==> config.mk <==
export PLATFORM = sky130hd
export DESIGN_NAME = agu_fetch_unit_flat
export DESIGN_NICKNAME = d
export VERILOG_FILES = /design/src/rtl/agu_fetch_unit_if.sv /design/src/rtl/agu_fetch_unit.sv /design/src/flat_wrapper.sv
export SDC_FILE = /design/constraint.sdc
export NUM_CORES = 1
export LEC_CHECK = 0
export CORE_MARGIN = 3
export CORE_UTILIZATION = 54
export CTS_CLUSTER_DIAMETER = 30
export DETAILED_ROUTE_END_ITERATION = 8
export GPL_TIMING_DRIVEN = 0
export HOLD_SLACK_MARGIN = 0.02
export PLACE_DENSITY = 0.79
export SETUP_SLACK_MARGIN = 0.1
export SYNTH_ARGS = -nofsm -noshare
export SYNTH_HDL_FRONTEND = slang
export SYNTH_SLANG_ARGS = --single-unit
==> constraint.sdc <==
create_clock -name clk -period 4.5 [get_ports clk]
set_clock_uncertainty 0.2 [all_clocks]
set_input_delay 1.125 -clock clk [delete_from_list [all_inputs] [get_ports clk]]
set_output_delay 1.125 -clock clk [all_outputs]
set_load 0.02 [all_outputs]
==> src/rtl/agu_fetch_unit_if.sv <==
// Bus bundle between the fetch unit, the AGU, the SRAM and the PE-array consumer.
// Handshakes: a beat on the AGU side moves when agu_valid is high. The AGU is
// never stalled, and it is paced only by agu_read_req credits. A beat on the
// output side moves on the clock edge where out_valid & out_ready are both high.
// Once out_valid is raised, out_data/out_id/out_addr hold until that edge.
interface agu_fetch_unit_if #(
    parameter int ADDR_WIDTH = 32,
    parameter int DATA_WIDTH = 32
);
    logic                  agu_read_req;
    logic [ADDR_WIDTH-1:0] agu_addr;
    logic [1:0]            agu_id;
    logic                  agu_valid;
    logic                  agu_is_null;

    logic                  sram_en;
    logic [1:0]            sram_sel;
    logic [ADDR_WIDTH-1:0] sram_addr;
    logic [DATA_WIDTH-1:0] sram_rdata;

    logic                  out_valid;
    logic                  out_ready;
    logic [DATA_WIDTH-1:0] out_data;
    logic [1:0]            out_id;
    logic [ADDR_WIDTH-1:0] out_addr;

    // Fetch-unit side.
    modport master (
        output agu_read_req,
        input  agu_addr, agu_id, agu_valid, agu_is_null,
        output sram_en, sram_sel, sram_addr,
        input  sram_rdata,
        output out_valid, out_data, out_id, out_addr,
        input  out_ready
    );

    // Environment side: AGU, SRAM and consumer.
    modport slave (
        input  agu_read_req,
        output agu_addr, agu_id, agu_valid, agu_is_null,
        input  sram_en, sram_sel, sram_addr,
        output sram_rdata,
        input  out_valid, out_data, out_id, out_addr,
        output out_ready
    );
endinterface

==> src/rtl/agu_fetch_unit.sv <==
// AGU fetch unit. Every AGU beat enters a MEM_LAT-deep pipeline. Act/ker beats
// read SRAM. Null, out and illegal beats carry zero data. All beats land in an
// ordered output FIFO. AGU requests are credit-limited, so the FIFO cannot overflow.
module agu_fetch_unit #(
    parameter int ADDR_WIDTH = 32,
    parameter int DATA_WIDTH = 32,
    parameter int MEM_LAT    = 2,
    parameter int FIFO_DEPTH = 4
) (
    input  logic             clk,
    input  logic             rst,
    input  logic             enable,
    agu_fetch_unit_if.master bus,
    output logic             busy,
    output logic             err_ovf,
    output logic             err_bad_id
);
    localparam int PW   = $clog2(FIFO_DEPTH);
    localparam int CW   = PW + 1;
    localparam int UW   = CW + 2;
    localparam int LAST = MEM_LAT - 1;

    logic [CW-1:0]         pend_q, pend_d;
    logic                  pipe_vld_q  [MEM_LAT];
    logic [1:0]            pipe_id_q   [MEM_LAT];
    logic [ADDR_WIDTH-1:0] pipe_addr_q [MEM_LAT];
    logic                  pipe_null_q [MEM_LAT];
    logic [DATA_WIDTH-1:0] fifo_data_q [FIFO_DEPTH];
    logic [1:0]            fifo_id_q   [FIFO_DEPTH];
    logic [ADDR_WIDTH-1:0] fifo_addr_q [FIFO_DEPTH];
    logic [PW-1:0]         wr_ptr_q, wr_ptr_d, rd_ptr_q, rd_ptr_d;
    logic [CW-1:0]         cnt_q, cnt_d;
    logic                  err_ovf_q, err_ovf_d, err_bad_id_q, err_bad_id_d;

    logic [UW-1:0]         pipe_cnt, used;
    logic                  read_req, accept, issue, push, pop, full, wr_en, pend_dec;
    logic [DATA_WIDTH-1:0] push_data;

    // Count occupied pipeline stages so in-flight beats consume credits.
    always_comb begin
        pipe_cnt = '0;
        for (int i = 0; i < MEM_LAT; i++) pipe_cnt = pipe_cnt + UW'(pipe_vld_q[i]);
    end

    assign used     = UW'(cnt_q) + UW'(pend_q) + pipe_cnt;
    assign read_req = enable & (used < UW'(FIFO_DEPTH)) & ~rst;
    assign accept   = bus.agu_valid & ~rst;
    assign issue    = accept & ~bus.agu_is_null & ~bus.agu_id[1];
    assign pend_dec = bus.agu_valid & (pend_q != '0);

    assign full      = (cnt_q == CW'(FIFO_DEPTH));
    assign pop       = (cnt_q != '0) & bus.out_ready;
    assign push      = pipe_vld_q[LAST];
    assign wr_en     = push & (~full | pop);
    assign push_data = (~pipe_null_q[LAST] & ~pipe_id_q[LAST][1]) ? bus.sram_rdata : '0;

    // Next-state for the credit counter, FIFO bookkeeping and sticky errors.
    always_comb begin
        pend_d = pend_q;
        if (read_req & ~pend_dec)      pend_d = pend_q + CW'(1);
        else if (~read_req & pend_dec) pend_d = pend_q - CW'(1);

        cnt_d = cnt_q;
        if (wr_en & ~pop)      cnt_d = cnt_q + CW'(1);
        else if (~wr_en & pop) cnt_d = cnt_q - CW'(1);

        wr_ptr_d     = wr_en ? wr_ptr_q + PW'(1) : wr_ptr_q;
        rd_ptr_d     = pop ? rd_ptr_q + PW'(1) : rd_ptr_q;
        err_ovf_d    = err_ovf_q | (push & full & ~pop);
        err_bad_id_d = err_bad_id_q | (accept & (bus.agu_id == 2'b11));
    end

    // Control state register; reset drops every in-flight beat and error flag.
    always_ff @(posedge clk) begin
        if (rst) begin
            pend_q       <= '0;
            cnt_q        <= '0;
            wr_ptr_q     <= '0;
            rd_ptr_q     <= '0;
            err_ovf_q    <= 1'b0;
            err_bad_id_q <= 1'b0;
        end else begin
            pend_q       <= pend_d;
            cnt_q        <= cnt_d;
            wr_ptr_q     <= wr_ptr_d;
            rd_ptr_q     <= rd_ptr_d;
            err_ovf_q    <= err_ovf_d;
            err_bad_id_q <= err_bad_id_d;
        end
    end

    // Pipeline valid bits; these align each beat with its SRAM read latency.
    always_ff @(posedge clk) begin
        if (rst) begin
            for (int i = 0; i < MEM_LAT; i++) pipe_vld_q[i] <= 1'b0;
        end else begin
            pipe_vld_q[0] <= accept;
            for (int i = 1; i < MEM_LAT; i++) pipe_vld_q[i] <= pipe_vld_q[i-1];
        end
    end

    // Pipeline payload; it is qualified by the valid bits, so it needs no reset.
    always_ff @(posedge clk) begin
        pipe_id_q[0]   <= bus.agu_id;
        pipe_addr_q[0] <= bus.agu_addr;
        pipe_null_q[0] <= bus.agu_is_null;
        for (int i = 1; i < MEM_LAT; i++) begin
            pipe_id_q[i]   <= pipe_id_q[i-1];
            pipe_addr_q[i] <= pipe_addr_q[i-1];
            pipe_null_q[i] <= pipe_null_q[i-1];
        end
    end

    // FIFO storage; the count and pointers decide which entries are live.
    always_ff @(posedge clk) begin
        if (wr_en) begin
            fifo_data_q[wr_ptr_q] <= push_data;
            fifo_id_q[wr_ptr_q]   <= pipe_id_q[LAST];
            fifo_addr_q[wr_ptr_q] <= pipe_addr_q[LAST];
        end
    end

    assign bus.agu_read_req = read_req;
    assign bus.sram_en      = issue;
    assign bus.sram_sel     = issue ? bus.agu_id : 2'b00;
    assign bus.sram_addr    = issue ? bus.agu_addr : '0;

    assign bus.out_valid = (cnt_q != '0);
    assign bus.out_data  = bus.out_valid ? fifo_data_q[rd_ptr_q] : '0;
    assign bus.out_id    = bus.out_valid ? fifo_id_q[rd_ptr_q] : 2'b00;
    assign bus.out_addr  = bus.out_valid ? fifo_addr_q[rd_ptr_q] : '0;

    assign busy       = (used != '0);
    assign err_ovf    = err_ovf_q;
    assign err_bad_id = err_bad_id_q;
endmodule
==> src/flat_wrapper.sv <==
// flat-port wrapper written by rule: the top's interface ports become plain ports
module agu_fetch_unit_flat 
#(
    parameter int ADDR_WIDTH = 32,
    parameter int DATA_WIDTH = 32,
    parameter int MEM_LAT    = 2,
    parameter int FIFO_DEPTH = 4
)
  (clk, rst, enable, busy, err_ovf, err_bad_id, bus_agu_read_req, bus_agu_addr, bus_agu_id, bus_agu_valid, bus_agu_is_null, bus_sram_en, bus_sram_sel, bus_sram_addr, bus_sram_rdata, bus_out_valid, bus_out_data, bus_out_id, bus_out_addr, bus_out_ready);
  agu_fetch_unit_if #(.ADDR_WIDTH(ADDR_WIDTH), .DATA_WIDTH(DATA_WIDTH)) bus_i ();
  input  logic clk;
  input  logic rst;
  input  logic enable;
  output logic busy;
  output logic err_ovf;
  output logic err_bad_id;
  output wire logic [$bits(bus_i.agu_read_req)-1:0] bus_agu_read_req;
  input wire logic [$bits(bus_i.agu_addr)-1:0] bus_agu_addr;
  input wire logic [$bits(bus_i.agu_id)-1:0] bus_agu_id;
  input wire logic [$bits(bus_i.agu_valid)-1:0] bus_agu_valid;
  input wire logic [$bits(bus_i.agu_is_null)-1:0] bus_agu_is_null;
  output wire logic [$bits(bus_i.sram_en)-1:0] bus_sram_en;
  output wire logic [$bits(bus_i.sram_sel)-1:0] bus_sram_sel;
  output wire logic [$bits(bus_i.sram_addr)-1:0] bus_sram_addr;
  input wire logic [$bits(bus_i.sram_rdata)-1:0] bus_sram_rdata;
  output wire logic [$bits(bus_i.out_valid)-1:0] bus_out_valid;
  output wire logic [$bits(bus_i.out_data)-1:0] bus_out_data;
  output wire logic [$bits(bus_i.out_id)-1:0] bus_out_id;
  output wire logic [$bits(bus_i.out_addr)-1:0] bus_out_addr;
  input wire logic [$bits(bus_i.out_ready)-1:0] bus_out_ready;
  assign bus_agu_read_req = bus_i.agu_read_req;
  assign bus_i.agu_addr = bus_agu_addr;
  assign bus_i.agu_id = bus_agu_id;
  assign bus_i.agu_valid = bus_agu_valid;
  assign bus_i.agu_is_null = bus_agu_is_null;
  assign bus_sram_en = bus_i.sram_en;
  assign bus_sram_sel = bus_i.sram_sel;
  assign bus_sram_addr = bus_i.sram_addr;
  assign bus_i.sram_rdata = bus_sram_rdata;
  assign bus_out_valid = bus_i.out_valid;
  assign bus_out_data = bus_i.out_data;
  assign bus_out_id = bus_i.out_id;
  assign bus_out_addr = bus_i.out_addr;
  assign bus_i.out_ready = bus_out_ready;
  agu_fetch_unit #(.ADDR_WIDTH(ADDR_WIDTH), .DATA_WIDTH(DATA_WIDTH), .MEM_LAT(MEM_LAT), .FIFO_DEPTH(FIFO_DEPTH)) u_core (.clk(clk), .rst(rst), .enable(enable), .bus(bus_i), .busy(busy), .err_ovf(err_ovf), .err_bad_id(err_bad_id));
endmodule
=== Yosys cells after proc, flatten, opt, wreduce, memory -nomap -nowiden ===
Memories as Yosys holds them, arrays and structs flattened. A register that Yosys moved wholly into a read port is not among the register bits.
Cells that the tools add are included.

* Register bits after elaboration: 12
* Memory bits (writable): 336
* Input port bits: 72
* Output and inout port bits: 106
* Memories kept: 7

* Add/subtract/negate cells: 9
* Order comparisons: 1
* Equality and inequality tests: 2
* Muxes and demuxes: 23
* Bitwise logic cells: 31
* Reductions and logical operators: 5

{| class="wikitable"
|+ Memory list
! memory !! depth !! width !! rd ports !! clocked after memory_dff !! write ports !! RTL line !! RTL
|-
| u_core.fifo_addr_q || 4 || 32 || 1 || 1 || 1 || agu_fetch_unit.sv:30 || <nowiki>logic [ADDR_WIDTH-1:0] fifo_addr_q [FIFO_DEPTH];</nowiki>
|-
| u_core.fifo_data_q || 4 || 32 || 1 || 1 || 1 || agu_fetch_unit.sv:28 || <nowiki>logic [DATA_WIDTH-1:0] fifo_data_q [FIFO_DEPTH];</nowiki>
|-
| u_core.pipe_addr_q || 2 || 32 || 2 || 0 || 2 || agu_fetch_unit.sv:26 || <nowiki>logic [ADDR_WIDTH-1:0] pipe_addr_q [MEM_LAT];</nowiki>
|-
| u_core.fifo_id_q || 4 || 2 || 1 || 1 || 1 || agu_fetch_unit.sv:29 || <nowiki>logic [1:0] fifo_id_q [FIFO_DEPTH];</nowiki>
|-
| u_core.pipe_id_q || 2 || 2 || 2 || 0 || 2 || agu_fetch_unit.sv:25 || <nowiki>logic [1:0] pipe_id_q [MEM_LAT];</nowiki>
|-
| u_core.pipe_null_q || 2 || 1 || 2 || 0 || 2 || agu_fetch_unit.sv:27 || <nowiki>logic pipe_null_q [MEM_LAT];</nowiki>
|-
| +1 memories || n/a || n/a || n/a || n/a || n/a || n/a ||
|}

{| class="wikitable"
|+ Operators with widths
! cell !! count
|-
| 2-to-1 mux 32 bit || 4
|-
| bitwise AND 1 bit || 16
|-
| 2-to-1 mux 2 bit || 8
|-
| 2-to-1 mux 3 bit || 4
|-
| NOT 1 bit || 10
|-
| 2-to-1 mux 1 bit || 7
|-
| adder 3 x 1 -> 3 bit, second input constant || 2
|-
| nonzero test 3 bit || 2
|-
| subtractor 3 x 1 -> 3 bit, second input constant || 2
|-
| adder 5 bit || 1
|-
| less-than comparator 5 x 3 -> 1 bit, second input constant || 1
|-
| bitwise OR 1 bit || 5
|-
| nonzero test 5 bit || 1
|-
| adder 2 x 1 -> 2 bit, second input constant || 2
|-
| adder 3 x 3 -> 4 bit || 1
|-
| nonzero test 2 bit || 2
|-
| == test 3 bit, second input constant || 1
|-
| adder 1 x 1 -> 2 bit || 1
|-
| == test 2 bit, second input constant || 1
|}

=== Longest topological paths before layout ===
An unclocked memory read counts as a cell.

* Depth in word-level cells: 10
* Depth in mapped cells: 13
* Depth with buffers taken out: 13

=== Worst setup path after synthesis ===
No wires, ideal clock.

* Path kind: reg2reg
* Start: register u_core.cnt_q[0]
* End: register u_core.pend_q[2]
* Setup time: 0.070 ns
* Arrival time: 4.098 ns
* Path slack: 0.132 ns
* Cell stages (with the launch flop): 14
* Buffers on the path: 0
* Period minus slack after synthesis: 4.368 ns
* Cell sequence: dfxtp_1 ha_1 fa_1 inv_1 fa_1 a211oi_1 mux2i_1 nor4bb_1 ha_1 inv_1 fa_1 xor2_1 or3_1 a21oi_1

* Cells in the longest elaborated chain, start to end: 8

{| class="wikitable"
|+ RTL lines
! element !! RTL line !! RTL
|-
| start, declared || agu_fetch_unit.sv:32 || <nowiki>logic [CW-1:0] cnt_q, cnt_d;</nowiki>
|-
| start signal, assigned || agu_fetch_unit.sv:84 || <nowiki>cnt_q <= cnt_d;</nowiki>
|-
| adder 3 x 3 -> 4 bit (*) || agu_fetch_unit.sv:45 || <nowiki>assign used = UW'(cnt_q) + UW'(pend_q) + pipe_cnt;</nowiki>
|-
| adder 5 bit (*) || agu_fetch_unit.sv:45 ||
|-
| less-than comparator 5 x 3 -> 1 bit (*) || agu_fetch_unit.sv:46 || <nowiki>assign read_req = enable & (used < UW'(FIFO_DEPTH)) & ~rst;</nowiki>
|-
| bitwise AND 1 bit (*) (2 in series) || agu_fetch_unit.sv:46 ||
|-
| via bus_agu_read_req || flat_wrapper.sv:17 || <nowiki>output wire logic [$bits(bus_i.agu_read_req)-1:0] bus_agu_read_req;</nowiki>
|-
| NOT 1 bit || agu_fetch_unit.sv:61 || <nowiki>else if (~read_req & pend_dec) pend_d = pend_q - CW'(1);</nowiki>
|-
| bitwise AND 1 bit || agu_fetch_unit.sv:61 ||
|-
| nonzero test 2 bit (no line) || n/a ||
|-
| end signal, assigned || agu_fetch_unit.sv:83 || <nowiki>pend_q <= pend_d;</nowiki>
|-
| end, declared || agu_fetch_unit.sv:23 || <nowiki>logic [CW-1:0] pend_q, pend_d;</nowiki>
|}

Mark *: on every way through the listed nets, which the timed path passes. The rest lies on a longest branch.
A chain may end at the register's enable or synchronous reset.

=== Final worst setup path ===
* Start: input bus_agu_valid
* End: output bus_sram_addr[28]

* Cells in the longest elaborated chain, start to end: 4

{| class="wikitable"
|+ RTL lines
! element !! RTL line !! RTL
|-
| start, declared || flat_wrapper.sv:20 || <nowiki>input wire logic [$bits(bus_i.agu_valid)-1:0] bus_agu_valid;</nowiki>
|-
| bitwise AND 1 bit || agu_fetch_unit.sv:47 || <nowiki>assign accept = bus.agu_valid & ~rst;</nowiki>
|-
| bitwise AND 1 bit (2 in series) || agu_fetch_unit.sv:48 || <nowiki>assign issue = accept & ~bus.agu_is_null & ~bus.agu_id[1];</nowiki>
|-
| 2-to-1 mux 32 bit || agu_fetch_unit.sv:126 || <nowiki>assign bus.sram_addr = issue ? bus.agu_addr : '0;</nowiki>
|-
| end, declared || flat_wrapper.sv:24 || <nowiki>output wire logic [$bits(bus_i.sram_addr)-1:0] bus_sram_addr;</nowiki>
|}

Every way passes these cells.

==> results.md <==
* Most common flop cell mapped by yosys: edfxtp_1
* HPWL Detailed at 15.6 mm
* Final Hold Vio Count at 0
* Max-Cap Viols at 0
* Root buffer cell: clkbuf_16
* Slew @ Worst Pin at 0.795 ns
* H-tree depth at 2
* DR vias at 6625
* Layout cells sized above 1 at 0.214
* Number of global-route vias before repair at 7366
* Hold Crit Class: flop to flop
* Most common cell in the netlist: edfxtp_1
* Post-DR wirelength/cell at 20.4 um
* DRC violations left at 0
* Synthesis-to-layout area growth at 32.5%
* Crit Reg-Reg Endpoint: u_core.pend_q[2]
* Peak Freq at 233 MHz
* Port Buffers at 175
* Dpl cells at 1146
* Element type at the critical path end: primary output
* I/O Pins at 178
* Vias per cell at 5.29
* Initial antenna violation count at 0
* Final hold slack at 0.117 ns
* Worst hold endpoint: u_core.pipe_addr_q[0][63]
* WHS Path Cells at 0
* Core Region at 22900 um2
* Max-slew violations at 0
* Syn nets at 742
* Critical path class: input port to primary output
* Top post-synthesis cells by count: edfxtp_1, and2_1, dfxtp_1, mux4_2, clkbuf_1
* Worst VDD drop at 0.494 mV
* Leading area contributor after synthesis: edfxtp_1
* Mapped Area at 12700 um2
* R2R Path Start: u_core.cnt_q[0]
* Detailed Routing Iterations Pass 1 at 4
* Cells on worst reg2reg path at 15
* Die Width at 160 um
* TritonCTS clock tree: yes
* Post-Syn Area per Cell at 19.5 um2
* CTS sink count at 350
* DR iter-0 viols at 400
* Critical path data arrival time at 2.97 ns
* YS warnings at 0
* GPL Wtd Cong at 0.774
* CTS Buf Count at 54
* Pwr per Cell Area at 600 nW/um2
* Startpoint types: input port
* Setup TNS Final at 0 ns
* Crit share post-route at 0.954
* Setup Viol. Count Final at 0
* Sequential element share of the synthesized area at 0.757
* Worst setup startpoint: bus_agu_valid
* Row cnt at 55
* Reg2reg setup slack at 0.43 ns
* Antenna cell count at 0
* Final min period at 4.29 ns
* Synth top area share at 0.622
* Synth unique cells at 32
* Final Non-Filler Cells at 1252
* Synth area leaders: edfxtp_1, dfxtp_1, mux4_2
* RSZ-0062 raised after global routing: no
* HP Start: u_core.pipe_addr_q[0][31]
* Tot GR Track Use at 0.203
* Asr flop ratio synth at 0
* Die Height at 160 um
* Clk pin slew, worst setup/hold paths at 0.05 ns
* Pin count of the biggest net entering global routing at 51
* Die ar. at 25500 um2
* Filler instances at 1325
* Initial Util at 0.556
* Relative slew slack at 0.470
* Nets at 983
* Worst path required time at 3.17 ns
* First-pass GRT wire length at 40.3 mm
* Status: completed
* Flops & latches, synth at 350
* Aggregate global routing overflow at 0
* Post-Route WL at 25.5 mm
* Total leakage power at 6.16 nW
* Clock latency on the worst-skew pair at 0.54 ns
* Max FO, Critical Path at 10
* Synth Instances at 654
* Max Buffers Root-to-Sink at 3
* Antenna Nets Post-Route at 0
* EDFF count, synth at 264
-- logic make-up after synthesis --
| logic type | after synthesis | share of synthesized area |
|---|---|---|
| AND/OR/NAND/NOR | 159 | 0.0773 |
| adder cells (fa/ha/maj) | 16 | 0.0181 |
| multiplexers | 71 | 0.121 |
| AO/OA/AOI/OAI | 12 | 0.00589 |
| XOR/XNOR | 7 | 0.00481 |
| flip-flops | 350 | 0.757 |
| other | 1 | 0.000294 |
| buffers and inverters | 38 | 0.0154 |
-- final cells by class --
class / count / area, um2 / share of cell area
inverters: 7 / 26.3 / 0.00156
multi-input cells: 266 / 2940 / 0.174
clock buffers: 65 / 1490 / 0.0881
plain buffers: 31 / 178 / 0.0105
clock inverters: 35 / 314 / 0.0186
well taps: 313 / 392 / 0.0232
flip-flops and latches: 350 / 9650 / 0.572
repair buffers: 185 / 1890 / 0.112
-- worst max-delay path, stage by stage --
cell,delay (ns)
clkdlybuf4s50_1,0.52
nor2b_2,0.17
nor3b_4,0.27
buf_4,0.21
buf_2,0.20
and2_1,0.14
dlygate4sd2_1,0.33
-- cell usage in the layout (no fill, tap or decap), drive strengths merged, types with 2 or more instances in the layout --
master / instances
fa: 4
buf: 29
dlymetal6s2s: 10
or3: 3
bufinv: 3
a21oi: 4
ha: 12
clkdlybuf4s50: 139
clkdlybuf4s15: 3
clkinv: 17
nor2b: 3
edfxtp: 264
o31ai: 2
clkinvlp: 8
mux4: 66
inv: 14
dlygate4sd2: 22
and2: 135
nand2b: 2
xor2: 7
o21ai: 2
nor2: 12
clkbuf: 78
dfxtp: 86
mux2i: 4
-- repair_timing --
| action | in CTS | in global routing |
|---|---|---|
| gates resized for setup | 43 | 16 |
| hold buffers | 0 | 0 |
| buffers inserted | 5 | 1 |
| setup endpoints to repair | 46 | 14 |
| pin swaps | 2 | 3 |
-- worst max-delay path by stage --
stage | end | slack (ns) | depth (start not counted)
floorplan | u_core.pend_q[2] | 0.13 | 13
global placement | u_core.fifo_data_q[0][3] | -0.91 | 5
detailed placement | bus_sram_addr[19] | -0.67 | 6
CTS | bus_sram_addr[18] | 0.05 | 6
global route | bus_agu_read_req | 0.11 | 8
finish | bus_sram_addr[28] | 0.21 | 7
-- routing by layer --
| layer | routed length, um | track usage | vias up |
|---|---|---|---|
| met3 | 1470 | 0.0419 | 42 |
| met2 | 13300 | 0.356 | 251 |
| met4 | 520 | 0.0613 | 0 |
| li1 | - | - | 2992 |
| met5 | 0 | 0 | - |
| met1 | 10200 | 0.256 | 3340 |
-- sequential cells by signal, summed over array words and instances, names as in the netlist, named ones only --
name	flops
u_core.pipe_id_q	4
u_core.fifo_data_q	128
u_core.wr_ptr_q	2
u_core.err_bad_id	1
u_core.fifo_addr_q	128
u_core.rd_ptr_q	2
u_core.pipe_null_q	2
u_core.pend_q	3
u_core.err_ovf	1
u_core.pipe_addr_q	64
u_core.cnt_q	3
u_core.fifo_id_q	8
u_core.pipe_vld_q	2
-- report_power, final --
part	switching, mW	internal [mW]	total (mW)
sequential	0.0782	3.58	3.65
combinational	1.27	1.21	2.49
clock	1.44	2.54	3.99
total	2.80	7.33	10.1
-- through the flow --
stage | cell area [um2] | setup WS (ns) | utilization | power [mW]
global placement | 14900 | -0.911 | 0.649 | 6.14
global route | 16900 | 0.109 | 0.737 | 10.5
CTS | 16800 | 0.0478 | 0.734 | 10.2
detailed placement | 15000 | -0.665 | 0.654 | 6.19
finish | 16900 | 0.208 | 0.737 | 10.1
floorplan | 12700 | 0.132 | - | 5.07
Note: power is estimated with default switching activity, not from simulation.
